`config.mk`:
```
export PLATFORM = sky130hd
export DESIGN_NAME = mult_if_sel_seq_flat
export DESIGN_NICKNAME = d
export VERILOG_FILES = /design/src/rtl/mult_if_sel_seq_if.sv /design/src/rtl/mult_if_sel_seq.sv /design/src/flat_wrapper.sv
export SDC_FILE = /design/constraint.sdc
export NUM_CORES = 1
export LEC_CHECK = 0
export BUFFER_PORTS_ARGS = -buffer_cell sky130_fd_sc_hd__buf_2
export CAP_MARGIN = 25
export CORE_ASPECT_RATIO = 1.75
export CORE_MARGIN = 8
export CORE_UTILIZATION = 30
export DETAILED_ROUTE_END_ITERATION = 8
export HOLD_SLACK_MARGIN = 0.03
export SYNTH_ARGS = -nofsm -noshare
export SYNTH_HDL_FRONTEND = slang
export SYNTH_SLANG_ARGS = --single-unit
```
`constraint.sdc`:
```
create_clock -name clk -period 2.13 [get_ports clk]
set_clock_uncertainty 0.15 [all_clocks]
set_input_delay 0.213 -clock clk [delete_from_list [all_inputs] [get_ports clk]]
set_output_delay 0.213 -clock clk [all_outputs]
set_load 0.005 [all_outputs]
```
`src/rtl/mult_if_sel_seq_if.sv`:
```
// rtl/mult_if_sel_seq_if.sv - command, mux and result signal bundle for mult_if_sel_seq
//
// Purpose: groups the command handshake, the mux drive/return lines and the
// result handshake of the select-mux driver into one interface.
// Signals:
//   in_valid/in_ready/in_a/in_sel_base/in_count/in_late_en : command channel
//   a_out/c_out/ctrl_late/z_in                             : mux A, C, late flag, returned Z
//   out_valid/out_ready/out_data/out_len                   : result channel
// Modports:
//   master : command source / result sink / mux model (bench side)
//   slave  : the driver block itself
interface mult_if_sel_seq_if #(
   parameter int A_W       = 8,
   parameter int C_W       = 5,
   parameter int MAX_STEPS = 8,
   parameter int CNT_W     = 3
);
   logic                 in_valid;
   logic                 in_ready;
   logic [A_W-1:0]       in_a;
   logic [C_W-1:0]       in_sel_base;
   logic [CNT_W-1:0]     in_count;
   logic                 in_late_en;
   logic [A_W-1:0]       a_out;
   logic [C_W-1:0]       c_out;
   logic                 ctrl_late;
   logic                 z_in;
   logic                 out_valid;
   logic                 out_ready;
   logic [MAX_STEPS-1:0] out_data;
   logic [CNT_W:0]       out_len;

   modport master (
      output in_valid, in_a, in_sel_base, in_count, in_late_en, z_in, out_ready,
      input  in_ready, a_out, c_out, ctrl_late, out_valid, out_data, out_len
   );

   modport slave (
      input  in_valid, in_a, in_sel_base, in_count, in_late_en, z_in, out_ready,
      output in_ready, a_out, c_out, ctrl_late, out_valid, out_data, out_len
   );
endinterface

```
`src/rtl/mult_if_sel_seq.sv`:
```
// rtl/mult_if_sel_seq.sv - sequencing driver and result packer for the priority select mux
//
// Purpose: accepts one command (operand, start select, step count, late flag),
// walks the mux select through N consecutive codes while holding the operand,
// samples the returned Z bit each step and hands off the packed bits.
// Ports:
//   clk     : rising-edge clock
//   rst     : synchronous, active-high reset
//   sel_bus : slave side of mult_if_sel_seq_if (command, mux and result signals)
module mult_if_sel_seq #(
   parameter int A_W       = 8,
   parameter int C_W       = 5,
   parameter int MAX_STEPS = 8,
   parameter int CNT_W     = 3
) (
   input  logic                   clk,
   input  logic                   rst,
   mult_if_sel_seq_if.slave       sel_bus
);

   typedef enum logic [1:0] {
      IDLE = 2'd0,
      RUN  = 2'd1,
      DONE = 2'd2
   } state_t;

   state_t               state_q, state_d;
   logic [A_W-1:0]       a_q, a_d;
   logic [C_W-1:0]       c_q, c_d;
   logic                 late_q, late_d;
   logic [MAX_STEPS-1:0] data_q, data_d;
   logic [CNT_W:0]       len_q, len_d;
   logic [CNT_W-1:0]     step_q, step_d;
   logic [CNT_W:0]       n_q, n_d;     // step count N (1..MAX_STEPS)
   logic                 valid_q, valid_d;

   // Only the command-ready is combinational; everything else is registered.
   assign sel_bus.in_ready  = (state_q == IDLE) && !rst;
   assign sel_bus.a_out     = a_q;
   assign sel_bus.c_out     = c_q;
   assign sel_bus.ctrl_late = late_q;
   assign sel_bus.out_valid = valid_q;
   assign sel_bus.out_data  = data_q;
   assign sel_bus.out_len   = len_q;

   always_comb begin
      state_d = state_q;
      a_d     = a_q;
      c_d     = c_q;
      late_d  = late_q;
      data_d  = data_q;
      len_d   = len_q;
      step_d  = step_q;
      n_d     = n_q;
      valid_d = valid_q;

      case (state_q)
         IDLE: begin
            // in_ready is high whenever we are here outside reset.
            if (sel_bus.in_valid) begin
               a_d     = sel_bus.in_a;
               c_d     = sel_bus.in_sel_base;
               late_d  = sel_bus.in_late_en;
               n_d     = {1'b0, sel_bus.in_count} + {{CNT_W{1'b0}}, 1'b1};
               step_d  = '0;
               data_d  = '0;
               state_d = RUN;
            end
         end

         RUN: begin
            // z_in is the mux response to the c_out presented this cycle.
            data_d[step_q] = sel_bus.z_in;
            c_d            = c_q + {{(C_W-1){1'b0}}, 1'b1};
            step_d         = step_q + {{(CNT_W-1){1'b0}}, 1'b1};
            if ({1'b0, step_q} == n_q - {{CNT_W{1'b0}}, 1'b1}) begin
               state_d = DONE;
               valid_d = 1'b1;
               len_d   = n_q;
               late_d  = 1'b0;
            end
         end

         DONE: begin
            // out_valid is always high here, so out_ready alone completes the hand-off.
            if (sel_bus.out_ready) begin
               valid_d = 1'b0;
               state_d = IDLE;
            end
         end

         default: state_d = IDLE;
      endcase
   end

   always_ff @(posedge clk) begin
      if (rst) begin
         state_q <= IDLE;
         a_q     <= '0;
         c_q     <= '0;
         late_q  <= 1'b0;
         data_q  <= '0;
         len_q   <= '0;
         step_q  <= '0;
         n_q     <= '0;
         valid_q <= 1'b0;
      end else begin
         state_q <= state_d;
         a_q     <= a_d;
         c_q     <= c_d;
         late_q  <= late_d;
         data_q  <= data_d;
         len_q   <= len_d;
         step_q  <= step_d;
         n_q     <= n_d;
         valid_q <= valid_d;
      end
   end

endmodule

```
`src/flat_wrapper.sv`:
```
// flat-port wrapper written by rule: the top's interface ports become plain ports
module mult_if_sel_seq_flat 
#(
   parameter int A_W       = 8,
   parameter int C_W       = 5,
   parameter int MAX_STEPS = 8,
   parameter int CNT_W     = 3
)
  (clk, rst, sel_bus_in_valid, sel_bus_in_a, sel_bus_in_sel_base, sel_bus_in_count, sel_bus_in_late_en, sel_bus_z_in, sel_bus_out_ready, sel_bus_in_ready, sel_bus_a_out, sel_bus_c_out, sel_bus_ctrl_late, sel_bus_out_valid, sel_bus_out_data, sel_bus_out_len);
  mult_if_sel_seq_if #(.A_W(A_W), .C_W(C_W), .MAX_STEPS(MAX_STEPS), .CNT_W(CNT_W)) sel_bus_i ();
  input  logic clk;
  input  logic rst;
  input wire logic [$bits(sel_bus_i.in_valid)-1:0] sel_bus_in_valid;
  input wire logic [$bits(sel_bus_i.in_a)-1:0] sel_bus_in_a;
  input wire logic [$bits(sel_bus_i.in_sel_base)-1:0] sel_bus_in_sel_base;
  input wire logic [$bits(sel_bus_i.in_count)-1:0] sel_bus_in_count;
  input wire logic [$bits(sel_bus_i.in_late_en)-1:0] sel_bus_in_late_en;
  input wire logic [$bits(sel_bus_i.z_in)-1:0] sel_bus_z_in;
  input wire logic [$bits(sel_bus_i.out_ready)-1:0] sel_bus_out_ready;
  output wire logic [$bits(sel_bus_i.in_ready)-1:0] sel_bus_in_ready;
  output wire logic [$bits(sel_bus_i.a_out)-1:0] sel_bus_a_out;
  output wire logic [$bits(sel_bus_i.c_out)-1:0] sel_bus_c_out;
  output wire logic [$bits(sel_bus_i.ctrl_late)-1:0] sel_bus_ctrl_late;
  output wire logic [$bits(sel_bus_i.out_valid)-1:0] sel_bus_out_valid;
  output wire logic [$bits(sel_bus_i.out_data)-1:0] sel_bus_out_data;
  output wire logic [$bits(sel_bus_i.out_len)-1:0] sel_bus_out_len;
  assign sel_bus_i.in_valid = sel_bus_in_valid;
  assign sel_bus_i.in_a = sel_bus_in_a;
  assign sel_bus_i.in_sel_base = sel_bus_in_sel_base;
  assign sel_bus_i.in_count = sel_bus_in_count;
  assign sel_bus_i.in_late_en = sel_bus_in_late_en;
  assign sel_bus_i.z_in = sel_bus_z_in;
  assign sel_bus_i.out_ready = sel_bus_out_ready;
  assign sel_bus_in_ready = sel_bus_i.in_ready;
  assign sel_bus_a_out = sel_bus_i.a_out;
  assign sel_bus_c_out = sel_bus_i.c_out;
  assign sel_bus_ctrl_late = sel_bus_i.ctrl_late;
  assign sel_bus_out_valid = sel_bus_i.out_valid;
  assign sel_bus_out_data = sel_bus_i.out_data;
  assign sel_bus_out_len = sel_bus_i.out_len;
  mult_if_sel_seq #(.A_W(A_W), .C_W(C_W), .MAX_STEPS(MAX_STEPS), .CNT_W(CNT_W)) u_core (.clk(clk), .rst(rst), .sel_bus(sel_bus_i));
endmodule
```
# == Word-level counts from Yosys, hierarchy flattened ==
# Cells that the tools add are included.
# word_totals
n_memories,0
register_bits,36
mem_bits_ro,0
ram_bits,0
latch_bits,0
in_bits,22
# op_classes
mul,0
n_shift,0
reduce_logical,12
n_div,0
bitwise_logic,0
n_addsub,4
muxes,19
magnitude_cmp,2
eq_ne,6
# ops
operator,count
one-hot mux 8 bit (2 select lines),1
one-hot mux 5 bit (2 select lines),1
AND reduction 3 bit,3
bitwise mux 8 bit,1
two-way mux 8 bit,1
two-way mux 2 bit,3
one-hot mux 2 bit (3 select lines),1
one-hot mux 3 bit (2 select lines),1
AND reduction 2 bit,3
"adder 5 x 1 -> 5 bit, second input constant",1
two-way mux 1 bit,5
two-way mux 5 bit,1
"adder 3 x 1 -> 4 bit, second input constant",1
equality test 3 x 4 -> 1 bit,1
"less-than comparator 3 x 4 -> 1 bit, second input constant",1
"inequality test 2 bit, second input constant",2
one-hot mux 1 bit (2 select lines),2
nonzero test 2 bit,2
"subtractor 4 x 1 -> 4 bit, second input constant",1
"adder 3 x 1 -> 3 bit, second input constant",1
demux 1 bit (select 3 bit),1
">= comparator 3 x 1 -> 1 bit, second input constant",1
two-way mux 3 bit,1
"equality test 2 x 1 -> 1 bit, second input constant",1
other kinds (5),6

# == Longest topological paths before layout ==
# Gate-level depths: netlist (run 1).
# logic_depth
depth_word,6
ltp_mapped,7
ltp_nobuf,6

# == Worst setup path after synthesis (run 1) ==
# No wires, ideal clock.
# synth_timing
path_type,register -> register
from,register u_core.n_q[0]
to,register u_core.len_q[0] (netlist: u_core.sel_bus.out_len[0])
stages_incl_launch_ff,7
path_buffers,0
arrival_time_ns,1.620
path_slack_ns,0.288
path_cell_list,dfxtp_1 inv_1 ha_1 xor2_1 or4_4 a21boi_4 mux2i_1
# synth_between
elab_chain_cells,3
# synth_lines
element,line,text
from (decl),mult_if_sel_seq.sv:34,"logic [CNT_W:0] n_q, n_d;"
from (signal assigned),mult_if_sel_seq.sv:115,n_q <= n_d;
subtractor 4 x 1 -> 4 bit,mult_if_sel_seq.sv:76,"if ({1'b0, step_q} == n_q - {{CNT_W{1'b0}}, 1'b1}) begin"
equality test 3 x 4 -> 1 bit,mult_if_sel_seq.sv:76,
AND reduction 2 bit (no line),n/a,
to (signal assigned),mult_if_sel_seq.sv:113,len_q <= len_d;
to (decl),mult_if_sel_seq.sv:32,"logic [CNT_W:0] len_q, len_d;"
# Parallel ways exist; a longest one is shown, timed or not.
# A chain may end at the register's enable or synchronous reset.

# == Worst setup path in the final report (run 1) ==
# layout_timing
from,register u_core.n_q[1]
to,register u_core.len_q[3] (netlist: u_core.sel_bus.out_len[3])
# layout_between
elab_chain_cells,3
# layout_lines
element,line
subtractor 4 x 1 -> 4 bit,mult_if_sel_seq.sv:76
equality test 3 x 4 -> 1 bit,mult_if_sel_seq.sv:76
AND reduction 2 bit (no line),n/a
# No other way between the ends.

==> results of run 1 <==
[cells by family after synthesis]
logic type / synth area share
adder cells (fa/ha/maj): 0.03028
flip-flops: 0.4360
multiplexers: 0.02423
AO/OA/AOI/OAI: 0.1802
XOR/XNOR: 0.02649
AND/OR/NAND/NOR: 0.2574
buffers and inverters: 0.04542
[worst max-delay path, delay by kind of cell, from the launching register on]
kind	cells	cell delay [ps]
XOR/XNOR	1	150
multiplexers	1	210
AND/OR/NAND/NOR	1	460
adder cells (fa/ha/maj)	1	180
flip-flops	1	390
AO/OA/AOI/OAI	1	250
buffers and inverters	1	60
[power by group]
group / internal, mW / leakage [nW] / switching (mW)
sequential: 0.705 / 0.294 / 0.0328
combinational: 0.101 / 0.559 / 0.117
clock: 0.347 / 0.0552 / 0.243
total: 1.15 / 0.908 / 0.392
[synthesized netlist by cell type, types with 4 or more instances]
| cell | instances | share of area |
|---|---|---|
| dfxtp_1 | 36 | 0.44 |
| nand2_1 | 31 | 0.070 |
| a21oi_1 | 28 | 0.085 |
| nand3_1 | 12 | 0.036 |
| clkbuf_1 | 11 | 0.025 |
| nor2_1 | 9 | 0.020 |
| nand2b_1 | 8 | 0.030 |
| o21ai_0 | 7 | 0.021 |
| a211oi_1 | 5 | 0.023 |
| inv_1 | 5 | 0.011 |
| nand4_1 | 5 | 0.019 |
| nor3_1 | 5 | 0.015 |
| ha_1 | 4 | 0.030 |
| mux2i_1 | 4 | 0.024 |
| xor2_1 | 4 | 0.021 |
[registers in the layout, indices dropped and copies added, names as in the netlist]
name and cells:
u_core.sel_bus.out_valid 1, u_core.step_q 3, u_core.state_q 2, u_core.sel_bus.c_out 5
u_core.sel_bus.out_len 4, u_core.sel_bus.out_data 8, u_core.sel_bus.a_out 8, u_core.sel_bus.ctrl_late 1
u_core.n_q 4
[through the flow]
stage | util | instance area [µm²]
5_1_grt | 0.4001 | 2181
6_report | 0.4001 | 2181
3_3_place_gp | 0.3618 | 1972
3_5_place_dp | 0.3618 | 1972
2_1_floorplan | - | 1653
4_1_cts | 0.3999 | 2180
[path summary, 6_finish.rpt]
kind / from / slack (ps) / endpoint / cells after the start
worst max-delay path: u_core.n_q[1] / 210 / u_core.sel_bus.out_len[3] / 6
worst min-delay path: sel_bus_in_sel_base[2] / 50 / u_core.sel_bus.c_out[2] / 3
worst max register to register: u_core.n_q[1] / 210 / u_core.sel_bus.out_len[3] / 6
worst min register to register: u_core.sel_bus.a_out[5] / 310 / u_core.sel_bus.a_out[5] / 2
[routing by layer]
| layer | up-vias | track usage |
|---|---|---|
| met4 | 0 | 0.06584 |
| met2 | 34 | 0.1962 |
| li1 | 810 | - |
| met5 | - | 0 |
| met3 | 8 | 0.03070 |
| met1 | 725 | 0.09737 |
[cell type report]
class / instances / area [µm²] / share of cell area
Tap cell: 76 / 95.09 / 0.04360
Clock buffer: 6 / 72.57 / 0.03328
Sequential cell: 36 / 721.9 / 0.3310
Timing Repair Buffer: 63 / 375.4 / 0.1721
Multi-Input combinational cell: 147 / 862.1 / 0.3953
Inverter: 5 / 18.77 / 0.008606
Clock inverter: 2 / 35.03 / 0.01606
[repair_timing]
item	in CTS	in global routing
endpoints found under the setup margin	0	1
hold endpoints to repair	10	0
hold buffers	10	0
gates resized for setup	0	1
==> results.md, run 1 <==
- First-pass GRT wire length: 6927 µm
- Gr ovfl total: 0
- Max clock buf depth: 2
- Setup WS pre-CTS: 143.3 ps
- CTS tree: built
- Asr flop ratio synth: 0
- Full die area: 8234 µm²
- WL met2: 2325 µm
- TNS Setup: 0 ps
- Die X: 72.11 µm
- IO buf count: 49
- Final nets: 284
- Final WS setup: 209.5 ps
- Fin Hold WS: 50.82 ps
- CTS Sinks: 36
- CP cell instances: inv_1 -> ha_1 -> xor2_1 -> or4_4 -> a21boi_4 -> mux2i_1
- Final Max Slew Viols: 0
- Commonest non-fill, non-tap cell in the layout: buf_2
- Routability Congestion: 0.8549
- Core area: 5450 µm²
- Met3 WL: 207 µm
- Initial antenna violation count: 0
- Synthesized area per cell: 8.182 µm²
- Area of the mapped netlist: 1653 µm²
- Vias per cell: 4.707
- Starting DRT DRC Count: 43
- Power Density: 708.4 nW/µm²
- Post-route DRC: 0
- Site Rows: 36
- Max Used Layer: met4
- Required @ worst endpoint: 2190 ps
- Yosys reg bits: 36
- Period Utilization, post-route: 0.9017
- Setup violators final: 0
- Non-filler cells, final: 335
- Final hold violation count: 0
- Clock latency on the worst-skew pair: 290 ps
- Placed Instances: 317
- Min Tclk post-route: 1921 ps
- Gr usage total: 0.1063
- Worst VDD drop: 0.4205 mV
- EDFF count, synth: 0
- Post-DRT Antenna Nets: 0
- Crit path kind: reg -> reg
- Synthesized Nets: 228
- Most frequent cells in the layout: 49 x buf_2, 35 x dfxtp_1, 31 x nand2_1
- Leak Pwr: 0.9079 nW
- CTS buffer count: 5
- Vias: 1577
- # IOs: 50
- Critical Path Fanout Max: 5
- Die H: 114.2 µm
- CP Data Arrival Time: 1990 ps
- Layout cell share with drive strength beyond 1: 0.2510
- Post-CTS setup buffers: 0
- Clock transition at path regs: 80 ps
- DR WL/cell: 12.78 µm
- Routed wire length: 4281 µm
- Fmax: 520.7 MHz
- Slowest stage delay, CP: 460 ps
- CTS Root Cell: clkbuf_8
- Startpoint class of the critical path: flip-flop
- Maxcap violations: 0
- Most used DFF post-synth: dfxtp_1
- Fill cells: 564
- Starting Density: 0.3033
- Met1 Wirelength: 1630 µm
- Syn Inst Count: 202
- Unrepaired setup endpoints after global routing: no
- HPWL Detailed: 3143 µm
- H-tree depth: 2
- Synth Warn #: 0
- Total Power: 1.545 mW
- Area Growth Syn to Fin: 31.95%
- Tightest Hold Check Type: in -> reg
- Slowest-stage cell, CP: or4_4
- N_diodes: 0
- Worst Tran Pin Value: 542.0 ps
- Largest net degree at the start of global routing: 33
- Netlist cell types: 31
- TritonRoute pass-1 iters: 3
- Slew HR: 0.6386
- Sequential area share after synthesis: 0.4360
- Status: completed
- Number of global-route vias before repair: 1537
- Setup crit end kind: flip-flop
(Power assumes the default switching activity.)
==> run 2: changes to the inputs <==
Clock period 2.13 ns to 2.2 ns, I/O delays scaled along.
==> results.md, run 2 (same netlist as run 1, synthesis figures left out) <==
- Fin util: 0.3944 (-0.005739)
- Full die area: 8234 µm² (unchanged)
- Fmax: 507.7 MHz (-2.5%)
- Commonest non-fill, non-tap cell in the layout: buf_2
- CTS Root Cell: clkbuf_8
- Starting Density: 0.3033 (unchanged)
- Site Rows: 36 (unchanged)
- Gr ovfl total: 0 (unchanged)
- Fill cells: 580 (+2.8%)
- Required @ worst endpoint: 2270 ps (+80 ps)
- WP buf/inv: 1 (unchanged)
- Worst VDD drop: 0.3970 mV (-5.6%)
- CP cell instances: inv_1 -> ha_1 -> xor2_1 -> or4_4 -> a21boi_4 -> mux2i_1
- Vias: 1584 (+0.44%)
- TNS Setup: 0 ps (unchanged)
- Die H: 114.2 µm (unchanged)
- Vias per cell: 4.743 (+0.74%)
- CP Data Arrival Time: 2040 ps (+50 ps)
- CTS buffer count: 5 (unchanged)
- Unrepaired setup endpoints after global routing: no
- Startpoint class of the critical path: flip-flop
- Number of global-route vias before repair: 1536 (-0.065%)
- Tightest Hold Check Type: in -> reg
- Setup WS pre-CTS: 210.7 ps (+67.32 ps)
- Final hold violation count: 0 (unchanged)
- Final nets: 284 (unchanged)
- Initial antenna violation count: 0 (unchanged)
- N_diodes: 0 (unchanged)
- Worst Tran Pin Value: 527.2 ps (-14.81 ps)
- Delay-heaviest family, CP: simple AND/OR/NAND/NOR gates
- Setup crit end kind: flip-flop
- # IOs: 50 (unchanged)
- IO buf count: 49 (unchanged)
- Post-CTS setup buffers: 0 (unchanged)
- Status: completed
- HPWL Detailed: 3160 µm (+0.54%)
- Max clock buf depth: 2 (unchanged)
- Leak Pwr: 0.8934 nW (-1.6%)
- Setup violators final: 0 (unchanged)
- TritonRoute pass-1 iters: 4 (+1)
- Routed wire length: 4327 µm (+1.1%)
- Clock latency on the worst-skew pair: 290 ps (about the same)
- First-pass GRT wire length: 6996 µm (+1.0%)
- Crit path kind: reg -> reg
- Most frequent cells in the layout: 49 x buf_2, 36 x dfxtp_1, 31 x nand2_1
- Post-route DRC: 0 (unchanged)
- CTS Sinks: 36 (unchanged)
- Period Utilization, post-route: 0.8953 (-0.006366)
- Area Growth Syn to Fin: 30.05%
- H-tree depth: 2 (unchanged)
- Seq. cell area: 720.7 µm² (-0.17%)
- Starting DRT DRC Count: 52 (+21%)
- R2r setup slk: 230 ps (+20 ps)
- Routability Congestion: 0.8550 (about the same)
- Layout cell share with drive strength beyond 1: 0.2442 (-0.006779)
- Slowest stage delay, CP: 460 ps (about the same)
- Maxcap violations: 0 (unchanged)
- Slowest-stage cell, CP: or4_4
- Power Density: 636.2 nW/µm² (-10%)
- Critical Path Fanout Max: 6 (+1)
- Die X: 72.11 µm (unchanged)
- Multi-input gate area: 862.1 µm² (unchanged)
- Min Tclk post-route: 1970 ps (+49.11 ps)
- Slew HR: 0.6485 (+0.009871)
- DR WL/cell: 12.96 µm (+1.4%)
- Gr usage total: 0.1069 (+0.0006114)
- Clock transition at path regs: 70 ps (about the same)
- CTS tree: built
- Largest net degree at the start of global routing: 33 (unchanged)
- Core area: 5450 µm² (unchanged)
- Final Max Slew Viols: 0 (unchanged)
- Final WS setup: 230.4 ps (+20.89 ps)
- Post-DRT Antenna Nets: 0 (unchanged)
run 2: final timing paths:
| check | start | endpoint | cells past startpoint |
|---|---|---|---|
| max | u_core.n_q[0] | u_core.sel_bus.out_len[2] | 6 |
| min | sel_bus_in_count[2] | u_core.n_q[3] | 3 |
| max reg2reg | u_core.n_q[0] | u_core.sel_bus.out_len[2] | 6 |
| min reg2reg | u_core.sel_bus.a_out[5] | u_core.sel_bus.a_out[5] | 2 |
run 2: worst min-delay path: stages:
cell,delay [ps]
buf_2,110
nand4_1,60
a21oi_1,60
run 2: final cells by class:
type,count,share of cell area
Tap cell,76,0.04424
Clock buffer,6,0.03376
Clock inverter,1,0.002328
Sequential cell,36,0.3353
Multi-Input combinational cell,147,0.4010
Inverter,5,0.008731
Timing Repair Buffer,63,0.1746
run 2: where the power goes:
part	internal, mW	total [mW]	switching, mW
clock network	0.215	0.442	0.227
registers	0.682	0.714	0.0323
logic	0.0976	0.211	0.114
run 2: stage by stage:
| step | hold WS (ps) | cells | instance area, µm² | power, mW |
|---|---|---|---|---|
| after floorplan | 165.7 | 202 | 1653 | 0.8478 |
| after global placement | 289.1 | 317 | 1972 | 0.9252 |
| after detailed placement | 293.4 | 317 | 1972 | 0.9301 |
| after CTS | 55.77 | 334 | 2150 | 1.388 |
| after global routing | 62.58 | 334 | 2150 | 1.439 |
| final | 57.07 | 334 | 2150 | 1.367 |
run 2: what timing repair did:
| action | in CTS | in global routing |
|---|---|---|
| hold buffers | 10 | 0 |
| hold endpoints to repair | 10 | 0 |
| resized for setup | 0 | 0 |
run 2: metal layers:
| metal | up-vias | global-route usage | part of all wire |
|---|---|---|---|
| met4 | 0 | 0.06996 | 0.031 |
| met5 | - | 0 | 0 |
| met2 | 36 | 0.1908 | 0.53 |
| li1 | 811 | - | - |
| met1 | 726 | 0.1022 | 0.39 |
| met3 | 11 | 0.03070 | 0.048 |
